File: src/rtl/wav_frame_loader.sv
// Multi-channel sample frame loader: takes NUM_CH samples per beat, re-times them into a
// one-deep output register, masks the partial final frame and flags run completion.

module wav_lane_mask #(
  parameter int SAMPLE_W = 16,
  parameter int CNT_W    = 32,
  parameter int LANE     = 0
) (
  input  logic [SAMPLE_W-1:0] sample,
  input  logic [CNT_W-1:0]    n,
  output logic                keep,
  output logic [SAMPLE_W-1:0] masked
);
  assign keep   = n > CNT_W'(LANE);
  assign masked = keep ? sample : '0;
endmodule

module wav_frame_loader #(
  parameter int SAMPLE_W = 16,
  parameter int NUM_CH   = 8,
  parameter int CNT_W    = 32
) (
  input  logic                       clk,
  input  logic                       rst,
  input  logic                       start,
  input  logic                       clear,
  input  logic [CNT_W-1:0]           load_size,
  input  logic                       in_valid,
  output logic                       in_ready,
  input  logic [NUM_CH*SAMPLE_W-1:0] in_samples,
  output logic                       out_valid,
  input  logic                       out_ready,
  output logic [NUM_CH*SAMPLE_W-1:0] out_samples,
  output logic [NUM_CH-1:0]          out_keep,
  output logic                       out_last,
  output logic [CNT_W-1:0]           sample_count,
  output logic                       busy,
  output logic                       wav_done
);
  typedef enum logic [1:0] {IDLE, STREAM, DONE} state_t;

  localparam logic [CNT_W-1:0] CH_CNT = CNT_W'(NUM_CH);

  state_t state, state_nxt;

  logic [NUM_CH-1:0][SAMPLE_W-1:0] lane_in, lane_masked, samples_q;
  logic [NUM_CH-1:0]               keep_nxt, keep_q;
  logic [CNT_W-1:0]                total, rem, n;
  logic                            last_nxt, last_taken;
  logic                            in_fire, out_fire, start_go;

  assign lane_in  = in_samples;
  assign rem      = total - sample_count;
  assign n        = (rem < CH_CNT) ? rem : CH_CNT;
  assign last_nxt = rem <= CH_CNT;

  assign in_ready = (state == STREAM) && !last_taken && (!out_valid || out_ready);
  assign in_fire  = in_valid && in_ready;
  assign out_fire = out_valid && out_ready;
  // start is ignored mid-run; clear outranks it in the register process
  assign start_go = start && (state != STREAM);

  genvar k;
  generate
    for (k = 0; k < NUM_CH; k++) begin : g_lane
      wav_lane_mask #(
        .SAMPLE_W (SAMPLE_W),
        .CNT_W    (CNT_W),
        .LANE     (k)
      ) u_lane (
        .sample (lane_in[k]),
        .n      (n),
        .keep   (keep_nxt[k]),
        .masked (lane_masked[k])
      );
    end
  endgenerate

  always_ff @(posedge clk or posedge rst) begin
    if (rst) state <= IDLE;
    else     state <= state_nxt;
  end

  always_comb begin
    state_nxt = state;
    case (state)
      IDLE, DONE: if (start) state_nxt = (load_size == '0) ? DONE : STREAM;
      STREAM:     if (out_fire && out_last) state_nxt = DONE;
      default:    state_nxt = IDLE;
    endcase
    if (clear) state_nxt = IDLE;
  end

  always_ff @(posedge clk or posedge rst) begin
    if (rst) begin
      total        <= '0;
      sample_count <= '0;
      samples_q    <= '0;
      keep_q       <= '0;
      out_valid    <= 1'b0;
      out_last     <= 1'b0;
      last_taken   <= 1'b0;
    end else if (clear) begin
      sample_count <= '0;
      out_valid    <= 1'b0;
      out_last     <= 1'b0;
      last_taken   <= 1'b0;
    end else if (start_go) begin
      total        <= load_size;
      sample_count <= '0;
      out_last     <= 1'b0;
      last_taken   <= 1'b0;
    end else if (in_fire) begin
      // an output fire in the same cycle is absorbed: the new frame overwrites the old
      samples_q    <= lane_masked;
      keep_q       <= keep_nxt;
      out_last     <= last_nxt;
      out_valid    <= 1'b1;
      sample_count <= sample_count + n;
      if (last_nxt) last_taken <= 1'b1;
    end else if (out_fire) begin
      out_valid    <= 1'b0;
    end
  end

  assign out_samples = samples_q;
  assign out_keep    = keep_q;
  assign busy        = (state == STREAM);
  assign wav_done    = (state == DONE);
endmodule

File: config.mk
export PLATFORM = sky130hd
export DESIGN_NAME = wav_frame_loader
export DESIGN_NICKNAME = d
export VERILOG_FILES = /design/src/rtl/wav_frame_loader.sv
export SDC_FILE = /design/constraint.sdc
export NUM_CORES = 1
export LEC_CHECK = 0
export CAP_MARGIN = 20
export CORE_AREA = 3 3 195 149
export CTS_CLUSTER_DIAMETER = 150
export DETAILED_ROUTE_END_ITERATION = 6
export DIE_AREA = 0 0 198 152
export PLACE_DENSITY_LB_ADDON = 0.05
export SLEW_MARGIN = 20
export SYNTH_ARGS = -nofsm -noshare
export SYNTH_HDL_FRONTEND = slang
export SYNTH_SLANG_ARGS = --single-unit
export TNS_END_PERCENT = 1
File: constraint.sdc
create_clock -name clk -period 14.7 [get_ports clk]
set_clock_uncertainty 0.2 [all_clocks]
set_input_delay 2.205 -clock clk [delete_from_list [all_inputs] [get_ports clk]]
set_output_delay 2.205 -clock clk [all_outputs]
set_load 0.02 [all_outputs]
==> flow_summary.html <==
<table>
<tr><th>Metric</th><th>Value</th></tr>
<tr><th colspan="2">Outcome</th></tr>
<tr><td>Status</td><td>finished, final reports clean</td></tr>
<tr><th colspan="2">Finish</th></tr>
<tr><td>Highest-count cells in the layout ignoring fill and taps</td><td>clkdlybuf4s50_1, nand2_1, dfrtp_1</td></tr>
<tr><td>Share of layout cells above drive strength 1</td><td>5.642%</td></tr>
<tr><td>Share of the core filled with cells</td><td>61.65%</td></tr>
<tr><td>Cell area after layout</td><td>16690 um^2</td></tr>
<tr><td>Most common cell after layout, fill and taps aside</td><td>clkdlybuf4s50_1</td></tr>
<tr><td>Footprint of the multi-input gates</td><td>6733 um^2</td></tr>
<tr><td># diodes</td><td>0</td></tr>
<tr><td>Synth-to-Final Area Change</td><td>36.38%</td></tr>
<tr><td>Total number of nets in the final design</td><td>1950</td></tr>
<tr><td>FILL cells</td><td>2365</td></tr>
<tr><td>Seq. cell area</td><td>5130 um^2</td></tr>
<tr><th colspan="2">Worst setup path</th></tr>
<tr><td>Delay of the slowest critical-path stage</td><td>0.50 ns</td></tr>
<tr><td>Worst path slowest cell</td><td>a21oi_1</td></tr>
<tr><td>Length in cells of the worst reg-to-reg path</td><td>27</td></tr>
<tr><td>WP data required</td><td>14.93 ns</td></tr>
<tr><td>Arrival time at the worst endpoint</td><td>7.22 ns</td></tr>
<tr><td>CP Launch Type</td><td>register</td></tr>
<tr><td>Crit path kind</td><td>reg2reg</td></tr>
<tr><td>Worst setup EP type</td><td>register</td></tr>
<tr><td>FF-to-FF Start</td><td>sample_count[0]$_DFFE_PP0P_</td></tr>
<tr><td>Terminus of the critical flop-to-flop path</td><td>sample_count[30]$_DFFE_PP0P_</td></tr>
<tr><td>Worst setup path end</td><td>sample_count[30]$_DFFE_PP0P_</td></tr>
<tr><td>Cell repeated most along the worst path</td><td>a21oi_1</td></tr>
<tr><td>Origin of the worst setup path</td><td>sample_count[0]$_DFFE_PP0P_</td></tr>
<tr><td>Max Fanout on Critical Path</td><td>6</td></tr>
<tr><td>Register-to-register setup slack</td><td>7.71 ns</td></tr>
<tr><th colspan="2">Synth</th></tr>
<tr><td>Number of synthesis warnings</td><td>0</td></tr>
<tr><td>Number of register bits inferred by synthesis</td><td>205</td></tr>
<tr><td>Distinct cells, synth</td><td>76</td></tr>
<tr><td>Fraction of the yosys area taken by sequential cells</td><td>41.93%</td></tr>
<tr><td>Fraction of registers with async set or reset after synthesis</td><td>100.0%</td></tr>
<tr><td>Synthesized area per cell</td><td>8.784 um^2</td></tr>
<tr><td>Mapped Area</td><td>12240 um^2</td></tr>
<tr><td>Cell count after synthesis</td><td>1393</td></tr>
<tr><td>Cell accounting for the most synthesized area</td><td>dfrtp_1</td></tr>
<tr><td>Fraction of post-synthesis cell area in the top cell type by area</td><td>41.93%</td></tr>
<tr><td>Number of flops mapped to enable cells by yosys</td><td>0</td></tr>
<tr><td>Most used flip-flop cell after synthesis</td><td>dfrtp_1</td></tr>
<tr><td>Cell types occupying the most area after synthesis</td><td>dfrtp_1, nand2_1, ha_1</td></tr>
<tr><th colspan="2">Route</th></tr>
<tr><td>Iteration count of the initial detailed-routing pass</td><td>5</td></tr>
<tr><td>DRC Markers</td><td>0</td></tr>
<tr><td>Count of antenna-violating nets left after detailed routing</td><td>0</td></tr>
<tr><td>Average routed wire per standard cell</td><td>20.69 um</td></tr>
<tr><td>Total routed wirelength</td><td>43.19 mm</td></tr>
<tr><td>Violation count after the first detailed-route iteration</td><td>993</td></tr>
<tr><td>Total number of vias</td><td>11934</td></tr>
<tr><td>Per-cell via count in the routed design</td><td>5.716</td></tr>
<tr><th colspan="2">Floorplan</th></tr>
<tr><td>I/O pin cnt</td><td>339</td></tr>
<tr><td>Core Footprint</td><td>27070 um^2</td></tr>
<tr><td>Initial Utilization</td><td>45.21%</td></tr>
<tr><td>Die boundary height</td><td>152 um</td></tr>
<tr><td>Horizontal die dimension</td><td>198 um</td></tr>
<tr><td>Total Die Area</td><td>30100 um^2</td></tr>
<tr><td>Core Rows</td><td>52</td></tr>
<tr><th colspan="2">CTS</th></tr>
<tr><td>Hold-fix buffer count after cts</td><td>0</td></tr>
<tr><td>Clock transition at the registers of the reported paths</td><td>0.06 ns</td></tr>
<tr><td>Setup bufs post-CTS</td><td>0</td></tr>
<tr><td>Later-pin clock latency in the skew report</td><td>0.52 ns</td></tr>
<tr><td>CTS resizes</td><td>0</td></tr>
<tr><td>TritonCTS clock tree</td><td>built</td></tr>
<tr><td>CTS Root Buffer Type</td><td>clkbuf_16</td></tr>
<tr><td>CTS Buf Count</td><td>23</td></tr>
<tr><td>CTS H-tree depth</td><td>1</td></tr>
<tr><td>Longest Clk Path Bufs</td><td>3</td></tr>
<tr><td>Total number of clock tree sinks</td><td>205</td></tr>
<tr><th colspan="2">Pwr</th></tr>
<tr><td>Leak</td><td>7.197 nW</td></tr>
<tr><td>Power Density</td><td>138.7 nW/um^2</td></tr>
<tr><td>Worst IR drop on VDD</td><td>106.7 uV</td></tr>
<tr><th colspan="2">GRT</th></tr>
<tr><td>First-pass GRT wire length</td><td>66.92 mm</td></tr>
<tr><td>Total congestion overflow after global routing</td><td>0</td></tr>
<tr><td>Pin count of the biggest net entering global routing</td><td>128</td></tr>
<tr><td>Overall routing resource usage</td><td>27.80%</td></tr>
<tr><td>Number of global-route vias before repair</td><td>11546</td></tr>
<tr><td>Antenna violations before repair</td><td>0</td></tr>
<tr><th colspan="2">Placement</th></tr>
<tr><td>HPWL after detailed placement</td><td>32.54 mm</td></tr>
<tr><td>Post-placement cell area</td><td>15960 um^2</td></tr>
<tr><td>Placer congestion estimate</td><td>0.9704</td></tr>
<tr><td>Number of buffer cells added on primary ports</td><td>338</td></tr>
<tr><th colspan="2">STA</th></tr>
<tr><td>Highest clock frequency the design can meet</td><td>143.1 MHz</td></tr>
<tr><td>Unrepaired setup endpoints after global routing</td><td>no</td></tr>
<tr><td>Final setup fails</td><td>0</td></tr>
<tr><td>Hold_ws</td><td>0.2652 ns</td></tr>
<tr><td>Slew headroom</td><td>29.07%</td></tr>
<tr><td>Setup TNS Final</td><td>0 ns</td></tr>
<tr><td>Slew Limit Fails</td><td>0</td></tr>
<tr><td>Minimum period implied by the final worst setup slack</td><td>6.990 ns</td></tr>
<tr><td>Hold violation count in the final report</td><td>0</td></tr>
<tr><td>Worst Max-Slew Pin Slew</td><td>1.054 ns</td></tr>
<tr><td>Final cycle utilization of the critical path</td><td>47.55%</td></tr>
<tr><th colspan="2">Flow run</th></tr>
<tr><td>Maximum capacitance violations</td><td>0</td></tr>
<tr><th colspan="2">Min path</th></tr>
<tr><td>Kind of path behind the tightest hold check</td><td>reg2reg</td></tr>
</table>
## sequential cells by signal, indices dropped and copies added, names as in the netlist
name and count:
total 32, out_last 1, state 2, sample_count 32, out_keep 8, last_taken 1, out_valid 1, out_samples 128
## layer usage
layer | GRT usage (%) | wire (um) | vias to the layer above
met5 | 0 | 0 | -
met4 | 6.332 | 1056 | 0
met3 | 7.018 | 3681 | 69
met1 | 40.73 | 19970 | 5740
met2 | 41.59 | 18490 | 489
li1 | - | - | 5636
## kinds of logic (layout without fill, tap and decap cells)
logic type / Yosys count / after routing / synth area share [%]
AO/OA/AOI/OAI: 405 / 405 / 21.88
XOR/XNOR: 27 / 27 / 1.933
adder cells (fa/ha/maj): 64 / 64 / 6.667
buffers and inverters: 127 / 445 / 4.039
flip-flops: 205 / 205 / 41.93
multiplexers: 38 / 38 / 3.436
other: 1 / 27 / 0.03065
AND/OR/NAND/NOR: 526 / 526 / 20.08
## cell usage after synthesis, types with 6 or more instances
master / count
nand2_1: 261
dfrtp_1: 205
o21ai_0: 112
a21oi_1: 91
nor2_1: 75
ha_1: 62
clkbuf_1: 58
inv_1: 57
a22o_1: 48
mux2_2: 32
nand3_1: 30
a21o_1: 29
nor3_1: 23
nor4_1: 22
nand4_1: 18
or3_1: 16
nand2b_1: 15
xnor2_1: 15
and3_1: 14
o21a_1: 12
o22ai_1: 12
xor2_1: 12
a31oi_1: 10
nor2b_1: 10
o211ai_1: 9
o21bai_1: 9
a211oi_1: 8
buf_2: 8
a21boi_0: 7
and4_1: 7
nand3b_1: 7
mux2i_1: 6
nor3b_1: 6
or4_1: 6
## power by group
group          total [mW]  switching, mW  leakage [nW]  internal (mW)
Sequential          0.778         0.0791          2.60          0.699
Clock               0.555          0.238         0.347          0.317
Combinational       0.983          0.548          4.25          0.434
## critical path, delay by kind of cell, from the launching register on
family / cells / cell delay [ns]
compound gates: 12 / 2.77
simple gates: 10 / 2.08
fa+ha+maj: 3 / 1.13
flops: 1 / 0.47
xor+xnor: 1 / 0.17
buf+inv: 1 / 0.06
## cell type report
cell class | instances | area share [%]
sequential | 205 | 30.74
timing repair buffer | 346 | 20.63
clock buffer | 36 | 4.041
inverter | 57 | 1.327
multi-input combinational | 1087 | 40.35
clock inverter | 6 | 0.2774
tap | 351 | 2.632
## worst min-delay path by stage
stage	startpoint	end	slack [ns]	cells after the start
final	out_samples[115]$_DFFE_PP0P_	out_samples[115]$_DFFE_PP0P_	0.27	2
after global routing	out_samples[120]$_DFFE_PP0P_	out_samples[120]$_DFFE_PP0P_	0.29	2
after CTS	out_samples[115]$_DFFE_PP0P_	out_samples[115]$_DFFE_PP0P_	0.27	2
after detailed placement	out_samples[115]$_DFFE_PP0P_	out_samples[115]$_DFFE_PP0P_	0.25	2
after global placement	out_samples[121]$_DFFE_PP0P_	out_samples[121]$_DFFE_PP0P_	0.25	2
after floorplan	last_taken$_DFFE_PP0P_	last_taken$_DFFE_PP0P_	0.25	1
## stage by stage
| step | power (mW) | cells | setup slack (ns) |
|---|---|---|---|
| floorplan | 1.315 | 1419 | 6.699 |
| global placement | 1.750 | 2046 | 7.985 |
| detailed placement | 1.757 | 2046 | 7.884 |
| CTS | 2.321 | 2088 | 7.828 |
| global route | 2.439 | 2088 | 7.208 |
| finish | 2.315 | 2088 | 7.710 |
No activity file was read; power rests on OpenSTA's default activity.
